--- src/rtl/bin2bcd_if.sv ---
// bin2bcd_if: valid/ready operand and result channels of the binary-to-BCD converter
interface bin2bcd_if #(parameter int WIDTH = 8, parameter int DIGITS = 3);
  localparam int NDW = $clog2(DIGITS + 1);
  logic in_valid;
  logic in_ready;
  logic [WIDTH-1:0] in_data;
  logic out_valid;
  logic out_ready;
  logic [4*DIGITS-1:0] out_bcd;
  logic [NDW-1:0] out_ndigits;
  logic busy;
  modport master(output in_valid, in_data, out_ready, input in_ready, out_valid, out_bcd, out_ndigits, busy);
  modport slave(input in_valid, in_data, out_ready, output in_ready, out_valid, out_bcd, out_ndigits, busy);
endinterface

--- src/rtl/bin2bcd_seq.sv ---
// bin2bcd_seq: iterative double-dabble binary-to-BCD converter, one input bit per clock
module bin2bcd_seq #(
  parameter int WIDTH = 8,
  parameter int DIGITS = 3
) (
  input logic clk,
  input logic rst_n,
  bin2bcd_if.slave bus
);
  localparam int CNTW = $clog2(WIDTH + 1);
  localparam int NDW = $clog2(DIGITS + 1);
  localparam int SW = 4 * DIGITS;
  function automatic longint unsigned pow10(input int n);
    longint unsigned r = 1;
    for (int i = 0; i < n; i++) r = r * 10;
    return r;
  endfunction
  if (WIDTH < 2 || WIDTH > 32) begin : g_bad_width
    $error("bin2bcd_seq: WIDTH must be 2..32");
  end
  if (pow10(DIGITS) <= (64'd1 << WIDTH) - 64'd1) begin : g_bad_digits
    $error("bin2bcd_seq: DIGITS too small to hold 2**WIDTH-1");
  end
  typedef enum logic [1:0] {IDLE, CONV, DONE} state_t;
  state_t state, state_n;
  logic [WIDTH-1:0] sh, sh_n;
  logic [SW-1:0] scr, scr_n, adj, bcd;
  logic [CNTW-1:0] cnt;
  logic [NDW-1:0] nd, nd_n;
  logic unused_top;
  // top scratch bit never survives the shift when DIGITS is large enough
  assign unused_top = adj[SW-1];
  always_comb begin
    for (int i = 0; i < DIGITS; i++) adj[4*i+:4] = scr[4*i+:4] >= 4'd5 ? scr[4*i+:4] + 4'd3 : scr[4*i+:4];
    {scr_n, sh_n} = {adj[SW-2:0], sh, 1'b0};
    nd_n = NDW'(1);
    for (int i = 0; i < DIGITS; i++) if (scr_n[4*i+:4] != 4'd0) nd_n = NDW'(i + 1);
  end
  always_comb begin
    state_n = state;
    case (state)
      IDLE: state_n = bus.in_valid ? CONV : IDLE;
      CONV: state_n = cnt == CNTW'(1) ? DONE : CONV;
      DONE: state_n = bus.out_ready ? IDLE : DONE;
      default: state_n = IDLE;
    endcase
  end
  always_ff @(posedge clk or negedge rst_n) begin
    if (!rst_n) begin
      state <= IDLE;
      sh <= '0;
      scr <= '0;
      cnt <= '0;
      bcd <= '0;
      nd <= NDW'(1);
    end else begin
      state <= state_n;
      if (state == IDLE) begin
        sh <= bus.in_data;
        scr <= '0;
        cnt <= CNTW'(WIDTH);
      end else if (state == CONV) begin
        sh <= sh_n;
        scr <= scr_n;
        cnt <= cnt - CNTW'(1);
        if (cnt == CNTW'(1)) begin
          bcd <= scr_n;
          nd <= nd_n;
        end
      end
    end
  end
  assign bus.in_ready = state == IDLE;
  assign bus.out_valid = state == DONE;
  assign bus.busy = state != IDLE;
  assign bus.out_bcd = bcd;
  assign bus.out_ndigits = nd;
endmodule

--- src/flat_wrapper.sv ---
// flat-port wrapper written by rule: the top's interface ports become plain ports
module bin2bcd_seq_flat 
#(
  parameter int WIDTH = 8,
  parameter int DIGITS = 3
)
  (clk, rst_n, bus_in_valid, bus_in_data, bus_out_ready, bus_in_ready, bus_out_valid, bus_out_bcd, bus_out_ndigits, bus_busy);
  bin2bcd_if #(.WIDTH(WIDTH), .DIGITS(DIGITS)) bus_i ();
  input logic clk;
  input logic rst_n;
  input wire logic [$bits(bus_i.in_valid)-1:0] bus_in_valid;
  input wire logic [$bits(bus_i.in_data)-1:0] bus_in_data;
  input wire logic [$bits(bus_i.out_ready)-1:0] bus_out_ready;
  output wire logic [$bits(bus_i.in_ready)-1:0] bus_in_ready;
  output wire logic [$bits(bus_i.out_valid)-1:0] bus_out_valid;
  output wire logic [$bits(bus_i.out_bcd)-1:0] bus_out_bcd;
  output wire logic [$bits(bus_i.out_ndigits)-1:0] bus_out_ndigits;
  output wire logic [$bits(bus_i.busy)-1:0] bus_busy;
  assign bus_i.in_valid = bus_in_valid;
  assign bus_i.in_data = bus_in_data;
  assign bus_i.out_ready = bus_out_ready;
  assign bus_in_ready = bus_i.in_ready;
  assign bus_out_valid = bus_i.out_valid;
  assign bus_out_bcd = bus_i.out_bcd;
  assign bus_out_ndigits = bus_i.out_ndigits;
  assign bus_busy = bus_i.busy;
  bin2bcd_seq #(.WIDTH(WIDTH), .DIGITS(DIGITS)) u_core (.clk(clk), .rst_n(rst_n), .bus(bus_i));
endmodule
--- config.mk ---
export PLATFORM = sky130hd
export DESIGN_NAME = bin2bcd_seq_flat
export DESIGN_NICKNAME = d
export VERILOG_FILES = /design/src/rtl/bin2bcd_if.sv /design/src/rtl/bin2bcd_seq.sv /design/src/flat_wrapper.sv
export SDC_FILE = /design/constraint.sdc
export NUM_CORES = 1
export LEC_CHECK = 0
export ABC_CLOCK_PERIOD_IN_PS = 3300
export BUFFER_PORTS_ARGS = -buffer_cell sky130_fd_sc_hd__buf_4
export CAP_MARGIN = 5
export CORE_MARGIN = 2
export CORE_UTILIZATION = 50
export CTS_CLUSTER_DIAMETER = 30
export DETAILED_ROUTE_END_ITERATION = 8
export MAX_ROUTING_LAYER = met4
export PLACE_DENSITY_LB_ADDON = 0.05
export SLEW_MARGIN = 40
export SYNTH_ARGS = -nofsm -noshare
export SYNTH_HDL_FRONTEND = slang
export SYNTH_SLANG_ARGS = --single-unit
--- constraint.sdc ---
create_clock -name clk -period 3.3 [get_ports clk]
set_clock_uncertainty 0.2 [all_clocks]
set_input_delay 0.495 -clock clk [delete_from_list [all_inputs] [get_ports clk]]
set_output_delay 0.495 -clock clk [all_outputs]
set_load 0.01 [all_outputs]
# == Word level (Yosys, flattened, before mapping) ==
# Index checks and enable logic that the tools add are counted.
# word_totals
word_cells,38
reg_bits,40
out_inout_bits,17
inputBits,12
# op_classes
n_mux,15
reduce_logical,6
n_addsub,4
eq_ne,3
bitwise,1
order_cmp,3
# op_table
operator,n
$mux 12,2
$mux 4,4
$mux 8,2
$ge 4x3->1 const B,3
$add 4x2->4 const B,2
$mux 2,4
$reduce_bool 4->1,2
$pmux 2 s3,1
$eq 4x1->1 const B,1
$reduce_bool 2->1,2
$sub 4x1->4 const B,1
$add 3x2->3 const B,1
$mux 3,1
$reduce_and 3->1,1
$eq 2x1->1 const B,1
$eq 2x2->1 const B,1
$logic_not 2->1,1
$mux 1,1
$not 1->1,1

# == Depth between registers and ports, before layout ==
# Gate-level depths: netlist of run 1.
# logic_depth
depth_word,5
mapped_depth,7
depth_no_buf,7

# == Worst setup path after synthesis of run 1 ==
# Ideal clock, no wire load.
# synth_path
kind,register -> register
startpoint,reg u_core.scr[4]
endpoint,reg u_core.nd[1] (netlist: u_core.bus.out_ndigits[1])
setup_time_ns,0.142
path_slack_ns,1.558
period_less_slack_ns,1.742
path_stages_with_launch,8
n_path_buf,0
t_arrival_ns,1.399
t_required_ns,2.958
cell_sequence,dfrtp_1 inv_1 ha_1 nand2b_1 a21oi_4 mux2i_1 and3_1 a41oi_2
# synth_via
elab_chain_cells,5
elab_cells_between_ends,7
classes_between,1 x add/sub; 1 x order compare; 3 x mux; 2 x reduce/logical
# synth_rtl
item,line_no,rtl
"start, declared",bin2bcd_seq.sv:27,"logic [SW-1:0] scr, scr_n, adj, bcd;"
"start signal, assigned",bin2bcd_seq.sv:64,scr <= scr_n;
$add 4x2->4 / $ge 4x3->1 (equally long branches),bin2bcd_seq.sv:34,for (int i = 0; i < DIGITS; i++) adj[4*i+:4] = scr[4*i+:4] >= 4'd5 ? scr[4*i+:4] + 4'd3 : scr[4*i+:4];
$mux 4 *,bin2bcd_seq.sv:34,
$reduce_bool 4->1,bin2bcd_seq.sv:37,for (int i = 0; i < DIGITS; i++) if (scr_n[4*i+:4] != 4'd0) nd_n = NDW'(i + 1);
$mux 2,bin2bcd_seq.sv:37,
$mux 2 *,bin2bcd_seq.sv:37,
"end signal, assigned",bin2bcd_seq.sv:68,nd <= nd_n;
"end, declared",bin2bcd_seq.sv:29,"logic [NDW-1:0] nd, nd_n;"
# Mark *: on every way between the ends. The rest lies on a longest branch, timed or not.
# A chain may end at the register's enable or synchronous reset.

# == Worst setup path in the final report of run 1 ==
# layout_path
startpoint,reg u_core.state[1]
endpoint,out bus_busy
# layout_via
elab_chain_cells,1
# layout_rtl
item,line_no,rtl
"start, declared",bin2bcd_seq.sv:25,"state_t state, state_n;"
"start signal, assigned",bin2bcd_seq.sv:57,state <= state_n;
$reduce_bool 2->1,bin2bcd_seq.sv:75,assign bus.busy = state != IDLE;
"end, declared",flat_wrapper.sv:18,output wire logic [$bits(bus_i.busy)-1:0] bus_busy;
# No other way between the ends.

==> results of run 1 <==
kinds of logic (layout without fill, tap and decap cells):
kind of cell	after synthesis	in the layout
xor gates and xnor gates	3	3
muxes	13	13
and+or+nand+nor	58	58
AOI/OAI and AO/OA	54	54
adders and majority gates	8	8
buffers and inverters	21	50
DFF	40	40
flip-flops by register name, indices dropped and copies added, names as in the netlist:
signal	cells
u_core.bus.out_bcd	12
u_core.bus.out_ndigits	2
u_core.cnt	4
u_core.scr	12
u_core.sh	8
u_core.state	2
cell usage after synthesis (all sizes together):
cell,instances,area [µm²]
a21boi,2,15.0
a41oi,2,25.0
buf,6,38.8
nand3b,1,7.51
a21oi,12,78.8
inv,12,45.0
nor3b,4,46.3
nand2b,5,31.3
a211oi,1,7.51
clkbuf,3,11.3
o22ai,2,12.5
o21ai,32,190
nor2,6,22.5
and2b,1,10.0
nor2b,2,15.0
or2,1,6.26
nand2,34,135
and3,1,6.26
mux2,5,60.1
nor3,1,5.00
a22o,3,26.3
ha,8,100
mux2i,8,80.1
dfrtp,39,976
nand3,2,10.0
dfstp,1,26.3
xnor2,3,26.3
power by group through the flow:
stage               logic [µW]  registers, µW  clock network (µW)
floorplan                  795            888                   0
global placement          1030            927                   0
detailed placement        1070            942                   0
CTS                       1080            932                 406
global route              1210            965                 431
finish                    1060            931                 393
through the flow:
| stage | utilization [%] | instances |
|---|---|---|
| finish | 60.0 | 276 |
| floorplan | - | 197 |
| CTS | 60.0 | 276 |
| global route | 60.0 | 276 |
| detailed placement | 56.9 | 267 |
| global placement | 56.9 | 267 |
worst min-delay path by stage:
stage	startpoint	endpoint	slack, ns	cells after the start
3_3_place_gp	u_core.bus.out_bcd[8]$_DFFE_PN0P_	u_core.bus.out_bcd[8]$_DFFE_PN0P_	0.27	2
3_5_place_dp	u_core.bus.out_bcd[8]$_DFFE_PN0P_	u_core.bus.out_bcd[8]$_DFFE_PN0P_	0.27	2
2_1_floorplan	rst_n	u_core.bus.out_bcd[0]$_DFFE_PN0P_	-0.0006	0
6_report	bus_out_ready	u_core.state[1]$_DFF_PN0_	0.21	2
4_1_cts	bus_out_ready	u_core.state[1]$_DFF_PN0_	0.21	2
5_1_grt	bus_out_ready	u_core.state[1]$_DFF_PN0_	0.21	2
layout make-up:
type / count / area, µm²
well taps: 50 / 62.6
multi-input cells: 136 / 917
fillers: 338 / 1580
clock inverters: 3 / 42.5
flip-flops and latches: 40 / 1000
inverters: 12 / 45.0
clock buffers: 5 / 68.8
repair buffers: 30 / 228
layer usage:
metal	share of wire (%)	vias to the layer above	wire, µm
met2	48	30	1790
met1	46	677	1710
li1	-	728	-
met3	5.0	5	187
met4	1.1	0	41
met5	0	-	0
worst register-to-register path: stages (launching register included):
cell	delay (ns)
dfrtp_1	0.85
and2b_4	0.31
nand2_4	0.24
mux2_4	0.34
repair_timing:
item	CTS	global route
hold endpoints to repair	39	0
hold buffers	1	0
resized for setup	0	0
==> flow_summary_export.csv, run 1 <==
group,metric,value,unit
sta,finalMaxSlewViolations,0,
synthesis,yosys.area_share.xor_xnor,1.30,%
worst_setup_path,rr_worst_depth,3,
worst_setup_path,critical-path-slowest-cell,"dfrtp_1",
grt,met3_usage,5.83,%
layout,final_common_cell,"dfrtp_1",
sta,tns,0,ns
power_and_ir_drop,swShare,39.5,%
worst_setup_path,worstPathRequired,2.60,ns
worst_setup_path,crit_arrival,1.54,ns
place,place_congestion,0.762,
worst_setup_path,path_cells,"nor2_1 > inv_1 > buf_4",
worst_setup_path,path_depth,3,
grt,grt_pass1_vias,1421,
synthesis,synth-compound-area-share,17.6,%
cts,cts_max_level,2,
place,place_area,2240,µm²
synthesis,netlist_instances,197,
sta,setup_viol,0,
drt,vias,1440,
worst_setup_path,cp_num_buf_inv,2,
worst_setup_path,path_delay_family,"flip-flops",
power_and_ir_drop,intPower,1440,µW
drt,ant_nets,0,
sta,max_freq,0.448,GHz
drt,drt-total-wl,3.73,mm
sta,worst_pin_slew,0.781,ns
cts,clk_latency,0.29,ns
synthesis,synth_area_per_cell,10.2,µm²
worst_setup_path,setup.worst_path.end,"bus_busy",
power_and_ir_drop,cellPowerDensity,1010,nW/µm²
cts,cts_buffers,5,
die,core,3940,µm²
job,cap_violations,0,
worst_setup_path,path_class,"reg2out",
grt,grt_use_met2,31.5,%
cts,clk_pin_slew,0.07,ns
cts,clock-sinks,40,
synthesis,seq_area_frac_synth,49.8,%
cts,cts_tree,"done",
place,pre_cts_ws,1.28,ns
power_and_ir_drop,p_clk_share,16.5,%
layout,fin_area,2370,µm²
power_and_ir_drop,p_leak,0.00112,µW
min_path,min_path_type,"in2reg",
grt,grt_use_met1,22.6,%
synthesis,ys_types,40,
sta,max_slew_margin,47.9,%
worst_setup_path,reg2reg_slack,1.27,ns
cts,post_cts_buffers,0,
worst_setup_path,worstSetupStartpoint,"u_core.state[1]$_DFF_PN0_",
grt,grt_max_degree,41,
power_and_ir_drop,combPwrFrac,44.5,%
sta,final.setup.worst_slack,1.07,ns
drt,drtIter0Drc,103,
synthesis,synth.area.mux_share,6.96,%
synthesis,synthSimpleGateAreaFrac,14.7,%
grt,antenna_found_initial,0,
synthesis,ys_warn_count,0,
die,die_y,67.5,µm
die,dieArea,4550,µm²
worst_setup_path,cp-start-kind,"flip-flop",
power_and_ir_drop,vdd_drop_max,565,µV
sta,hold_viol_final,0,
synthesis,synth_seq_cells,40,
synthesis,synth_adder_area_share,4.97,%
sta,period_minus_slack,2.23,ns
grt,grt-busiest-layer,"met2",
drt,drc,0,
place,io_buffers,28,
power_and_ir_drop,p_total,2390,µW
layout,num-nets-final,245,
cts,root_buffer,"clkbuf_8",
sta,fin_crit_sh,67.6,%
worst_setup_path,critical_path.max_stage_delay,0.85,ns
die,std_cell_rows,23,
sta,rsz0062_at_grt,"no",
worst_setup_path,worst_setup_path_end_kind,"primary output",
die,initial_core_util,51.1,%
layout,num_antenna_cells,0,
status,status,"completed",
drt,drt-pass1-iter-count,4,
sta,holdWs,0.211,ns
grt,grt_first_pass_wirelength,6.24,mm
layout,final_cell_mix,"dfrtp_1, nand2_1, buf_4",
die,ios,29,
worst_setup_path,r2r_end,"u_core.bus.out_bcd[0]$_DFFE_PN0P_",
place,hpwl,2.68,mm
cts,clk_path_buf_depth,2,
power_and_ir_drop,pwr-share-seq,39.0,%
drt,vias_per_cell,5.22,
drt,wl_per_cell,13.5,µm
layout,drive_gt1_share,26.5,%
worst_setup_path,r2r-start,"u_core.state[1]$_DFF_PN0_",
synthesis,syn_nets,217,
grt,grt_usage,19.2,%
power_and_ir_drop,p_switching,942,µW
synthesis,mappedNetlistArea,2010,µm²
synthesis,synth_top_family_by_area,"compound AO/OA/AOI/OAI gates",
worst_setup_path,worstPathMaxFanout,26,
grt,overflow,0,
die,die_x,67.5,µm
layout,area_delta_synth_final,17.5,%
(Power assumes the default switching activity.)
==> run 2, diff against run 1 <==
--- a/config.mk
+++ b/config.mk
@@ -5,7 +5,7 @@
 export SDC_FILE = /design/constraint.sdc
 export NUM_CORES = 1
 export LEC_CHECK = 0
-export ABC_CLOCK_PERIOD_IN_PS = 3300
+export ABC_CLOCK_PERIOD_IN_PS = 1900
 export BUFFER_PORTS_ARGS = -buffer_cell sky130_fd_sc_hd__buf_4
 export CAP_MARGIN = 5
 export CORE_MARGIN = 2
==> constraint.sdc (replaced) <==
create_clock -name clk -period 1.9 [get_ports clk]
set_clock_uncertainty 0.2 [all_clocks]
set_input_delay 0.285 -clock clk [delete_from_list [all_inputs] [get_ports clk]]
set_output_delay 0.285 -clock clk [all_outputs]
set_load 0.01 [all_outputs]
==> run 2 against run 1 <==
  * Sequential power increased by 68%
  * Clock-buffer cell count rose by 1
  * Die area stayed put
  * Utilization rose by 2.6 points
  * Clock power rose by 48%
  * Worst hold slack worse by 0.20 ns
  * Setup slack worse by 1.0 ns
  * Cell area grew 4.3%
  * Power up 80%
  * Largest cell class unchanged
==> flow_summary_export.csv, run 2 (same netlist as run 1, synthesis figures left out) <==
group,metric,value,unit
sta,worst_pin_slew,0.506,ns
cts,cts_max_level,2,
layout,num_antenna_cells,0,
drt,met2_length,2.00,mm
sta,hold_viol_final,0,
sta,final.setup.worst_slack,0.0243,ns
layout,final_cell_mix,"dfrtp_1, buf_4, nand2_1",
place,place_inst,273,
worst_setup_path,path_cells,"ha_2 > nand2b_4 > a21oi_4 > mux2i_1 > and3_1 > a41oi_2",
worst_setup_path,worstPathMaxFanout,5,
die,std_cell_rows,23,
sta,fin_crit_sh,98.7,%
status,status,"completed",
grt,antenna_found_initial,0,
cts,clk_latency,0.29,ns
grt,grt_first_pass_wirelength,6.60,mm
worst_setup_path,rr_worst_depth,6,
sta,finalMaxSlewViolations,0,
cts,cts_tree,"done",
worst_setup_path,critical_path.max_stage_delay,0.44,ns
cts,clock-sinks,40,
cts,clk_path_buf_depth,2,
power_and_ir_drop,p_total,4300,µW
worst_setup_path,crit_arrival,1.83,ns
worst_setup_path,path_class,"reg2reg",
drt,drt-pass1-iter-count,4,
drt,wl_met3,175,µm
job,cap_violations,0,
min_path,min_path_type,"in2reg",
layout,multi_input_area,960,µm²
die,die_x,67.5,µm
layout,seqCellArea,1000,µm²
drt,wl_per_cell,14.1,µm
worst_setup_path,cp-start-kind,"flip-flop",
place,place_area,2290,µm²
drt,ant_nets,0,
grt,overflow,0,
worst_setup_path,worstPathRequired,1.85,ns
layout,num-nets-final,255,
die,core,3940,µm²
layout,final_common_cell,"dfrtp_1",
layout,fin_util,62.6,%
die,ios,29,
worst_setup_path,worst_setup_path_end_kind,"flip-flop",
power_and_ir_drop,vdd_drop_max,717,µV
layout,drive_gt1_share,33.5,%
worst_setup_path,critical-path-slowest-cell,"dfrtp_1",
sta,max_slew_margin,66.3,%
die,die_y,67.5,µm
sta,rsz0062_at_grt,"yes",
grt,grt_pass1_vias,1466,
place,pre_cts_ws,-0.0227,ns
drt,drc,0,
grt,grt_usage,20.4,%
place,hpwl,2.86,mm
drt,drtIter0Drc,52,
cts,cts_buffers,5,
place,io_buffers,28,
cts,root_buffer,"clkbuf_8",
die,dieArea,4550,µm²
cts,clk_pin_slew,0.08,ns
drt,vias_per_cell,5.23,
drt,m1WireLength,1.78,mm
layout,stdcell_count,286,
drt,vias,1495,
die,initial_core_util,51.1,%
layout,area_delta_synth_final,22.5,%
layout,fillers,322,
sta,period_minus_slack,1.88,ns
place,place_congestion,0.741,
power_and_ir_drop,p_leak,0.00116,µW
drt,drt-total-wl,4.02,mm
grt,grt_max_degree,41,
min_path,hold_depth,2,
layout,fin_area,2470,µm²
sta,setup_viol,0,
drt,top_layer,"met4",
sta,max_freq,0.533,GHz
power_and_ir_drop,cellPowerDensity,1740,nW/µm²
run 2: cell type report:
type | count | area share [%]
Clock buffer | 6 | 3.35
Clock inverter | 2 | 0.406
Inverter | 12 | 1.83
Multi-Input combinational cell | 136 | 38.9
Sequential cell | 40 | 40.6
Tap cell | 50 | 2.54
Timing Repair Buffer | 40 | 12.4
run 2: worst paths after layout:
check	slack, ns	start	to
setup reg to reg	0.02	u_core.scr[4]$_DFFE_PN0P_	u_core.bus.out_ndigits[1]$_DFFE_PN0P_
max in group asynchronous	0.84	rst_n	u_core.bus.out_ndigits[0]$_DFFE_PN1P_
hold / removal	0.008	bus_in_data[0]	u_core.sh[0]$_DFFE_PN0P_
min in group asynchronous	0.30	rst_n	u_core.bus.out_bcd[9]$_DFFE_PN0P_
hold reg to reg	0.28	u_core.bus.out_bcd[9]$_DFFE_PN0P_	u_core.bus.out_bcd[9]$_DFFE_PN0P_
setup / recovery	0.02	u_core.scr[4]$_DFFE_PN0P_	u_core.bus.out_ndigits[1]$_DFFE_PN0P_
run 2: timing repair:
item                                   CTS  global route
setup endpoints to repair                1             8
gates resized for setup                  0            13
hold buffers                             2             0
endpoints found under the hold margin   40             0
pin swaps                                1             4
buffers inserted                         1             2
run 2: worst max-delay path: cells and delay by family, from the launching register on:
kind            cells  cell delay (ns)
compound gates      2             0.27
fa+ha+maj           1             0.20
flops               1             0.44
mux                 1             0.28
simple gates        2             0.35
run 2: metrics by stage:
stage / hold slack, ns / setup TNS, ns
global route: 0.00326 / -0.0293
floorplan: -0.211 / 0
CTS: 0.00382 / 0
detailed placement: 0.0900 / -0.0227
finish: 0.00844 / 0
global placement: 0.0882 / 0
run 2: routing by layer:
layer  up-vias  track usage (%)
met4         0             6.89
li1        748                -
met5         -                -
met1       713             24.4
met2        29             33.1
met3         5             5.67
run 2: power breakdown:
part	switching (µW)	total [µW]	leakage, µW	internal, µW
registers	325	1560	0.000502	1240
logic	1110	2160	0.000612	1050
clock network	292	581	0.0000510	290
total	1720	4300	0.00116	2580
==> run 3, diff against run 2 <==
--- a/config.mk
+++ b/config.mk
@@ -10,10 +10,11 @@
 export CAP_MARGIN = 5
 export CORE_MARGIN = 2
 export CORE_UTILIZATION = 50
+export CTS_BUF_LIST = sky130_fd_sc_hd__clkbuf_8
 export CTS_CLUSTER_DIAMETER = 30
 export DETAILED_ROUTE_END_ITERATION = 8
 export MAX_ROUTING_LAYER = met4
-export PLACE_DENSITY_LB_ADDON = 0.05
+export PLACE_DENSITY = 0.74
 export SLEW_MARGIN = 40
 export SYNTH_ARGS = -nofsm -noshare
 export SYNTH_HDL_FRONTEND = slang
==> run 3 against run 2 <==
  * Non-clock buffer count did not move
  * Worst hold slack improved by 0.062 ns
  * Die area did not move
  * Global-route usage fell by 0.26 points
  * Critical path type unchanged
  * Highest routed layer unchanged
  * Register-to-register slack improved by 0.05 ns
  * Sequential share of layout area fell by 0.41 points
  * Final cell count did not move
  * Critical path depth did not move
  * Setup slack improved by 0.051 ns
  * Sequential cell count did not move
  * Power rose by 0.37%
  * Routed wire length barely moved
==> flow_summary_export.csv, run 3 (same netlist as run 1, synthesis figures left out) <==
group,metric,value,unit
die,dieArea,4550,µm²
worst_setup_path,critical_path.max_stage_delay,0.43,ns
min_path,min_path_type,"in2reg",
die,std_cell_rows,23,
worst_setup_path,worstPathMaxFanout,5,
grt,overflow,0,
die,die_x,67.5,µm
drt,vias,1494,
sta,finalMaxSlewViolations,0,
place,pre_cts_ws,0.00960,ns
grt,antenna_found_initial,0,
drt,drt-pass1-iter-count,4,
sta,final.setup.worst_slack,0.0753,ns
cts,clock-sinks,40,
sta,hold_viol_final,0,
drt,drtIter0Drc,69,
grt,grt_pass1_vias,1436,
drt,wl_per_cell,14.0,µm
cts,clk_pin_slew,0.08,ns
die,core,3940,µm²
sta,max_slew_margin,66.3,%
worst_setup_path,worstPathRequired,1.86,ns
worst_setup_path,critical-path-slowest-cell,"dfrtp_1",
worst_setup_path,path_cells,"ha_2 > nand2b_4 > a21oi_4 > mux2i_2 > and3_1 > a41oi_2",
sta,period_minus_slack,1.82,ns
layout,area_delta_synth_final,23.7,%
cts,cts_buffers,5,
status,status,"completed",
place,hpwl,2.82,mm
worst_setup_path,path_delay_family,"flip-flops",
cts,cts_max_level,2,
sta,rsz0062_at_grt,"no",
cts,clk_path_buf_depth,2,
worst_setup_path,crit_arrival,1.78,ns
sta,max_freq,0.548,GHz
layout,drive_gt1_share,33.5,%
sta,setup_viol,0,
worst_setup_path,worst_setup_path_end_kind,"flip-flop",
drt,drc,0,
job,cap_violations,0,
worst_setup_path,cp_num_buf_inv,0,
power_and_ir_drop,p_leak,0.00117,µW
grt,grt_max_degree,41,
die,initial_core_util,51.1,%
place,place_congestion,0.819,
layout,num-nets-final,255,
power_and_ir_drop,vdd_drop_max,793,µV
layout,final_common_cell,"dfrtp_1",
place,io_buffers,28,
grt,grt_usage,20.1,%
power_and_ir_drop,cellPowerDensity,1730,nW/µm²
sta,fin_crit_sh,96.0,%
worst_setup_path,cp-start-kind,"flip-flop",
worst_setup_path,path_class,"reg2reg",
die,die_y,67.5,µm
cts,clk_latency,0.30,ns
die,ios,29,
drt,vias_per_cell,5.22,
grt,grt_first_pass_wirelength,6.56,mm
sta,worst_pin_slew,0.505,ns
drt,ant_nets,0,
layout,final_cell_mix,"dfrtp_1, buf_4, nand2_1",
cts,cts_tree,"done",
layout,num_antenna_cells,0,
cts,root_buffer,"clkbuf_8",
sta,tns,0,ns
drt,drt-total-wl,4.02,mm
==> run 3: repair_timing <==
item | CTS | global route
gates resized for setup | 0 | 15
setup endpoints to repair | 1 | 5
buffers inserted | 0 | 1
cloned | 0 | 0
hold buffers | 3 | 0
endpoints found under the hold margin | 41 | 0
pin swaps | 1 | 3
==> run 3: area by class of cell <==
class,instances,area [µm²]
Inverter,12,45.0
Timing Repair Buffer,40,308
Multi-Input combinational cell,136,975
Clock buffer,7,96.3
Tap cell,50,62.6
Sequential cell,40,1000
Fill cell,334,1450
Clock inverter,1,3.75
==> run 3: routing by layer <==
layer	wire length [µm]	track usage (%)	vias to the layer above
li1	-	-	743
met3	168	4.00	7
met5	0	-	-
met4	83	9.18	0
met2	1920	31.0	35
met1	1850	25.5	709
==> run 3: metrics by stage <==
stage          util [%]  cells  hold WS [ns]  cell area [µm²]  total power (µW)
2_1_floorplan         -    197        -0.211             2010              2920
3_3_place_gp       58.3    274        0.0886             2300              3490
3_5_place_dp       58.3    274        0.0896             2300              3570
4_1_cts            61.6    285        0.0683             2430              4200
5_1_grt            63.2    286        0.0877             2490              4670
6_report           63.2    286        0.0702             2490              4320
==> run 3: worst min-delay path, cell delays in order <==
cell and delay [ns]:
buf_4 0.08, mux2i_1 0.05, o21ai_0 0.13
==> run 3: path summary, 6_finish.rpt <==
path | startpoint | endpoint | slack [ns] | depth (start not counted)
max | u_core.scr[4]$_DFFE_PN0P_ | u_core.bus.out_ndigits[1]$_DFFE_PN0P_ | 0.08 | 6
min | bus_in_data[6] | u_core.sh[6]$_DFFE_PN0P_ | 0.07 | 3
max reg2reg | u_core.scr[4]$_DFFE_PN0P_ | u_core.bus.out_ndigits[1]$_DFFE_PN0P_ | 0.08 | 6
min reg2reg | u_core.bus.out_bcd[6]$_DFFE_PN0P_ | u_core.bus.out_bcd[6]$_DFFE_PN0P_ | 0.28 | 2
max in group asynchronous | rst_n | u_core.bus.out_ndigits[0]$_DFFE_PN1P_ | 0.84 | 2
min in group asynchronous | rst_n | u_core.bus.out_bcd[10]$_DFFE_PN0P_ | 0.30 | 2
==> run 3: report_power, final <==
part	internal, µW	switching, µW	total [µW]	leakage (µW)
logic	1030	1100	2130	0.000611
clock network	326	298	624	0.0000557
registers	1240	324	1560	0.000502
total	2600	1720	4320	0.00117
